===== src/rtl/fp32_addsub_seq.sv =====
// fp32_addsub_seq: multi-cycle FP32 adder/subtractor on decoded fields, flush-to-zero,
// round-to-nearest-even, valid/ready handshakes on both sides.
module fp32_addsub_seq #(
   parameter logic [31:0] NAN_VALUE = 32'h7FC00000
) (
   input  logic        CLK,
   input  logic        RST_N,
   input  logic        IN_VALID_SINGLE,
   output logic        IN_READY_SINGLE,
   input  logic        SUB_SINGLE,
   input  logic        SIGN_A_SINGLE,
   input  logic        SIGN_B_SINGLE,
   input  logic [7:0]  EXP_A_SINGLE,
   input  logic [7:0]  EXP_B_SINGLE,
   input  logic [22:0] MANT_A_SINGLE,
   input  logic [22:0] MANT_B_SINGLE,
   output logic        OUT_VALID_SINGLE,
   input  logic        OUT_READY_SINGLE,
   output logic [31:0] RESULT_SINGLE,
   output logic [3:0]  FLAGS_SINGLE
);
   typedef enum logic [2:0] {IDLE, ALIGN, ADD, NORM, ROUND, DONE} state_t;
   state_t state;
   logic sa, sb;
   logic [7:0] ea, eb, e;
   logic [22:0] fa, fb;
   logic [27:0] m;
   logic [26:0] my;
   logic sb_in, nan_a, nan_b, inf_a, inf_b, zero_a, zero_b, special, spec_inv;
   logic [31:0] spec_res;
   logic a_big, sx;
   logic [7:0] ex, d, e_inc, er;
   logic [22:0] fx, fr;
   logic [26:0] ym, ysh, yal;
   logic up, fc;
   // special operands are resolved straight from the input fields at capture
   always_comb begin
      sb_in = SIGN_B_SINGLE ^ SUB_SINGLE;
      nan_a = (&EXP_A_SINGLE) & (|MANT_A_SINGLE);
      nan_b = (&EXP_B_SINGLE) & (|MANT_B_SINGLE);
      inf_a = (&EXP_A_SINGLE) & ~(|MANT_A_SINGLE);
      inf_b = (&EXP_B_SINGLE) & ~(|MANT_B_SINGLE);
      zero_a = ~(|EXP_A_SINGLE);
      zero_b = ~(|EXP_B_SINGLE);
      special = nan_a | nan_b | inf_a | inf_b | zero_a | zero_b;
      spec_inv = nan_a | nan_b | (inf_a & inf_b & (SIGN_A_SINGLE != sb_in));
      spec_res = spec_inv ? NAN_VALUE :
                 inf_a ? {SIGN_A_SINGLE, 8'hFF, 23'd0} :
                 inf_b ? {sb_in, 8'hFF, 23'd0} :
                 (zero_a & zero_b) ? {SIGN_A_SINGLE & sb_in, 31'd0} :
                 zero_a ? {sb_in, EXP_B_SINGLE, MANT_B_SINGLE} :
                 {SIGN_A_SINGLE, EXP_A_SINGLE, MANT_A_SINGLE};
   end
   always_comb begin
      a_big = {ea, fa} >= {eb, fb};
      sx = a_big ? sa : sb;
      ex = a_big ? ea : eb;
      fx = a_big ? fa : fb;
      d = ex - (a_big ? eb : ea);
      ym = {1'b1, a_big ? fb : fa, 3'b000};
      ysh = ym >> d;
      yal = ysh | {26'd0, (ysh << d) != ym};
      e_inc = e + 8'd1;
      up = m[2] & (m[1] | m[0] | m[3]);
      {fc, fr} = {1'b0, m[25:3]} + 24'(up);
      er = fc ? e_inc : e;
   end
   always_ff @(posedge CLK or negedge RST_N) begin
      if (!RST_N) begin
         state <= IDLE;
         IN_READY_SINGLE <= 1'b1;
         OUT_VALID_SINGLE <= 1'b0;
         RESULT_SINGLE <= '0;
         FLAGS_SINGLE <= '0;
         sa <= 1'b0;
         sb <= 1'b0;
         ea <= '0;
         eb <= '0;
         fa <= '0;
         fb <= '0;
         e <= '0;
         m <= '0;
         my <= '0;
      end else begin
         case (state)
            IDLE: if (IN_VALID_SINGLE) begin
               sa <= SIGN_A_SINGLE;
               sb <= sb_in;
               ea <= EXP_A_SINGLE;
               eb <= EXP_B_SINGLE;
               fa <= MANT_A_SINGLE;
               fb <= MANT_B_SINGLE;
               IN_READY_SINGLE <= 1'b0;
               if (special) begin
                  RESULT_SINGLE <= spec_res;
                  FLAGS_SINGLE <= {spec_inv, 3'b000};
                  OUT_VALID_SINGLE <= 1'b1;
                  state <= DONE;
               end else state <= ALIGN;
            end
            ALIGN: begin
               e <= ex;
               m <= {2'b01, fx, 3'b000};
               my <= yal;
               state <= ADD;
            end
            ADD: begin
               m <= (sa ^ sb) ? m - {1'b0, my} : m + {1'b0, my};
               state <= NORM;
            end
            NORM: if (m[27]) begin
               m <= {1'b0, m[27:2], m[1] | m[0]};
               e <= e_inc;
               if (&e_inc) begin
                  RESULT_SINGLE <= {sx, 8'hFF, 23'd0};
                  FLAGS_SINGLE <= 4'b0101;
                  OUT_VALID_SINGLE <= 1'b1;
                  state <= DONE;
               end else state <= ROUND;
            end else if (m == '0) begin
               RESULT_SINGLE <= '0;
               FLAGS_SINGLE <= '0;
               OUT_VALID_SINGLE <= 1'b1;
               state <= DONE;
            end else if (!m[26] && e > 8'd1) begin
               m <= m << 1;
               e <= e - 8'd1;
            end else if (!m[26]) begin
               RESULT_SINGLE <= {sx, 31'd0};
               FLAGS_SINGLE <= 4'b0011;
               OUT_VALID_SINGLE <= 1'b1;
               state <= DONE;
            end else state <= ROUND;
            ROUND: begin
               RESULT_SINGLE <= (&er) ? {sx, 8'hFF, 23'd0} : {sx, er, fr};
               FLAGS_SINGLE <= {1'b0, &er, 1'b0, |m[2:0]};
               OUT_VALID_SINGLE <= 1'b1;
               state <= DONE;
            end
            DONE: if (OUT_READY_SINGLE) begin
               OUT_VALID_SINGLE <= 1'b0;
               IN_READY_SINGLE <= 1'b1;
               state <= IDLE;
            end
            default: state <= IDLE;
         endcase
      end
   end
endmodule


===== config.mk =====
export PLATFORM = sky130hd
export DESIGN_NAME = fp32_addsub_seq
export DESIGN_NICKNAME = d
export VERILOG_FILES = /design/src/rtl/fp32_addsub_seq.sv
export SDC_FILE = /design/constraint.sdc
export NUM_CORES = 1
export LEC_CHECK = 0
export CORE_UTILIZATION = 35
export CTS_CLUSTER_DIAMETER = 80
export DETAILED_ROUTE_END_ITERATION = 7
export GPL_TIMING_DRIVEN = 0
export SYNTH_ARGS = -nofsm -noshare
export SYNTH_HDL_FRONTEND = slang
export SYNTH_SLANG_ARGS = --single-unit

===== constraint.sdc =====
create_clock -name CLK -period 12.7 [get_ports CLK]
set_input_delay 1.27 -clock CLK [delete_from_list [all_inputs] [get_ports CLK]]
set_output_delay 1.27 -clock CLK [all_outputs]
set_load 0.005 [all_outputs]

==> Flow_metrics.wiki <==
{| class="wikitable"
! Metric !! Value
|-
| Area Overhead vs Synth || 15.0%
|-
| Share of flip-flops with an asynchronous set or reset || 1.00
|-
| Routed WL || 82.5 mm
|-
| Number of buffers between clock root and the deepest sink || 2
|-
| Share of synthesized area occupied by flip-flops and latches || 0.254
|-
| Most frequent cell on the critical path || buf_6
|-
| Crit path largest cell delay || 0.88 ns
|-
| Post-CTS Repair Setup Buffers || 0
|-
| Max Cap Viol || 0
|-
| Cell area after synthesis || 16,600 um2
|-
| Required @ worst endpoint || 13.03 ns
|-
| Relative slew slack || 0.124
|-
| Largest net degree at the start of global routing || 86
|-
| Worst hold endpoint || FLAGS_SINGLE[0]$_DFFE_PN0P_
|-
| DR iter-0 viols || 2,445
|-
| Total Nets Final || 2,357
|-
| Routability congestion estimate from global placement || 1.02
|-
| Source of the worst register-to-register timing path || fa[1]$_DFFE_PN0P_
|-
| Worst r2r path cells || 31
|-
| Vias post-DR || 19,000
|-
| Top post-synthesis cells by area || dfrtp_1 (25%), nand2_1 (5.6%), ha_1 (5.0%), mux2i_1 (4.9%), o21ai_0 (4.7%)
|-
| Wire per inst || 29.0 um
|-
| Global-route wire length before repair || 120 mm
|-
| TritonCTS clock tree || done
|-
| Total count of max-transition violations in the final report || 0
|-
| Shortest period the worst path allows || 10.27 ns
|-
| Die height || 220 um
|-
| Ports placed on the boundary || 107
|-
| Area of the core || 46,700 um2
|-
| Setup Crit Path Kind || flip-flop to flip-flop
|-
| Number of buffers and inverters on the critical path || 7
|-
| Cell accounting for the most synthesized area || dfrtp_1
|-
| Most frequent cells in the layout || nand2_1 (247), dfrtp_1 (167), o21ai_0 (156), nor2_1 (145), a21oi_1 (124)
|-
| Mapped Avg Cell Area || 7.92 um2
|-
| Count of flip-flops with a built-in enable after synthesis || 0
|-
| Placed wire-length estimate after detailed placement || 65.9 mm
|-
| Maximum fanout count along the critical path || 10
|-
| Fraction of layout instances using a drive strength above 1 || 0.0743
|-
| Reg-to-reg critical path endpoint || my[0]$_DFFE_PN0P_
|-
| Critical path startpoint category || flip-flop
|-
| Startpoint of the lowest-slack hold path || FLAGS_SINGLE[0]$_DFFE_PN0P_
|-
| H-tree depth || 4
|-
| Number of hold-slack violations in the final timing report || 0
|-
| Worst endpoint data arrival time || 10.61 ns
|-
| Endpoints failing setup || 0
|-
| Synthesized netlist cell count || 2,094
|-
| Hold bufs inserted after CTS || 0
|-
| Sum of overflow across all layers after global routing || 0
|-
| Average vias per placed instance || 6.68
|-
| Count of different cell masters after synthesis || 96
|-
| Worst reg-to-reg setup slack || 2.43 ns
|-
| Setup Total Neg Slack || 0 ns
|-
| CTS Sinks || 168
|-
| Starting Density || 0.355
|-
| Num CTS Buffers || 17
|-
| IO buf count || 106
|-
| Overall die area || 48,300 um2
|-
| Hold crit path type || flip-flop to flip-flop
|-
| Flop and latch count out of synthesis || 168
|-
| Max stage delay cell, worst path || nor2_1
|-
| Total Routing Usage GR || 0.340
|-
| Category of cells accounting for the largest share of critical-path delay || simple AND/OR/NAND/NOR gates
|-
| Most frequently used flop master after synthesis || dfrtp_1
|-
| Area share of the largest cell type after synthesis || 0.252
|-
| Net count after synthesis || 2,230
|-
| Clock network latency to the later pin of the worst-skew pair || 0.46 ns
|-
| Initial antenna violation count || 7
|-
| Fin crit share || 0.809
|-
| Die X || 220 um
|-
| Floorplan row count || 79
|-
| DRC || 0
|-
| Upper clock frequency limit || 97.3 MHz
|-
| Yosys warning total || 0
|-
| Post-cts repair resize count || 0
|-
| Buffer cell driving the clock tree root || clkbuf_16
|-
| Setup repair after global routing missed its margin || no
|-
| Most common cell after layout, fill and taps aside || nand2_1
|-
| Fill cell count || 4,824
|-
| Cells on Worst Hold Path || 1
|-
| Crit path capture type || flip-flop
|-
| Run status || completed
|-
| Clock transition at path regs || 0.07 ns
|-
| Least-Margin Pin Slew || 1.30 ns
|-
| Via count of the first global-routing pass || 17,900
|-
| Setup Skew || 0.0124 ns
|-
| Antenna viol nets, final || 0
|-
| First-pass detailed-route iteration total || 6
|}
## metal layers
layer  track usage  vias to the layer above  wire [um]
met2         0.523                     1224      36300
met3        0.0585                      199       8430
li1              -                     8182          -
met1         0.480                     9391      35100
met4         0.109                        6       2590
met5             0                        -         43
## Yosys cell counts, drive strengths merged, types with 18 or more instances
cell type	n
a211oi	26
a21boi	18
a21o	24
a21oi	126
a221oi	19
a22oi	18
a31oi	30
buf	47
clkbuf	111
dfrtp	167
ha	66
inv	64
mux2	38
mux2i	82
nand2	249
nand3	85
nand4	31
nor2	147
nor3	66
nor4	35
o211ai	46
o21a	38
o21ai	168
o221ai	33
o22ai	20
xnor2	46
xor2	34
## metrics by stage
stage,std cells,hold slack (ns),instance area [um2],util,setup slack [ns]
2_1_floorplan,2094,0.481,16600,-,5.61
6_report,2844,0.493,19100,0.409,2.43
4_1_cts,2841,0.495,19100,0.409,2.87
3_3_place_gp,2807,0.477,18400,0.394,2.53
5_1_grt,2841,0.510,19100,0.409,2.29
3_5_place_dp,2809,0.479,18500,0.395,2.89
## worst max-delay path by stage
stage,slack [ns],cells past startpoint,endpoint,start
5_1_grt,2.29,32,my[0]$_DFFE_PN0P_,eb[6]$_DFFE_PN0P_
3_5_place_dp,2.89,31,my[0]$_DFFE_PN0P_,ea[6]$_DFFE_PN0P_
6_report,2.43,31,my[0]$_DFFE_PN0P_,fa[1]$_DFFE_PN0P_
3_3_place_gp,2.53,31,my[0]$_DFFE_PN0P_,fb[4]$_DFFE_PN0P_
4_1_cts,2.87,31,my[0]$_DFFE_PN0P_,ea[6]$_DFFE_PN0P_
2_1_floorplan,5.61,31,my[0]$_DFFE_PN0P_,fa[10]$_DFFE_PN0P_
## final cells by class
| type | count | area (um2) | share of cell area |
|---|---|---|---|
| buffer | 158 | 689 | 0.0362 |
| inverter | 65 | 244 | 0.0128 |
| multi-input combinational | 1703 | 11500 | 0.600 |
| sequential | 168 | 4210 | 0.221 |
| tap | 607 | 759 | 0.0398 |
| timing repair buffer | 108 | 1100 | 0.0577 |
| clock buffer | 19 | 443 | 0.0232 |
| clock inverter | 13 | 170 | 0.00892 |
| antenna | 3 | 7.51 | 0.000394 |
## worst register-to-register path: cells and delay by family, from the launching register on
| kind | cells | cell delay (ns) |
|---|---|---|
| multiplexers | 1 | 0.27 |
| buffers and inverters | 7 | 2.24 |
| AO/OA/AOI/OAI | 12 | 3.10 |
| AND/OR/NAND/NOR | 9 | 3.28 |
| adder cells (fa/ha/maj) | 2 | 0.56 |
| flip-flops | 1 | 0.71 |
## cell families (layout without fill, tap and decap cells)
group                    after synthesis  after routing  share of synthesized area
AND/OR/NAND/NOR                      721            721                      0.211
adder cells (fa/ha/maj)               67             67                     0.0510
XOR/XNOR                              80             80                     0.0423
multiplexers                         136            136                     0.0970
flip-flops                           168            168                      0.254
AO/OA/AOI/OAI                        699            699                      0.288
buffers and inverters                223            363                     0.0563
other                                  0              3                          0
## state kept, by name, summed over array words and instances, names as in the netlist
register,count
state,3
my,27
e,8
eb,8
FLAGS_SINGLE,4
fa,23
RESULT_SINGLE,32
OUT_VALID_SINGLE,1
IN_READY_SINGLE,1
m,28
fb,23
sa,1
sb,1
ea,8
Power is not shown: default switching activity piles up to over one toggle a cycle in this logic, so the estimate is an artifact.
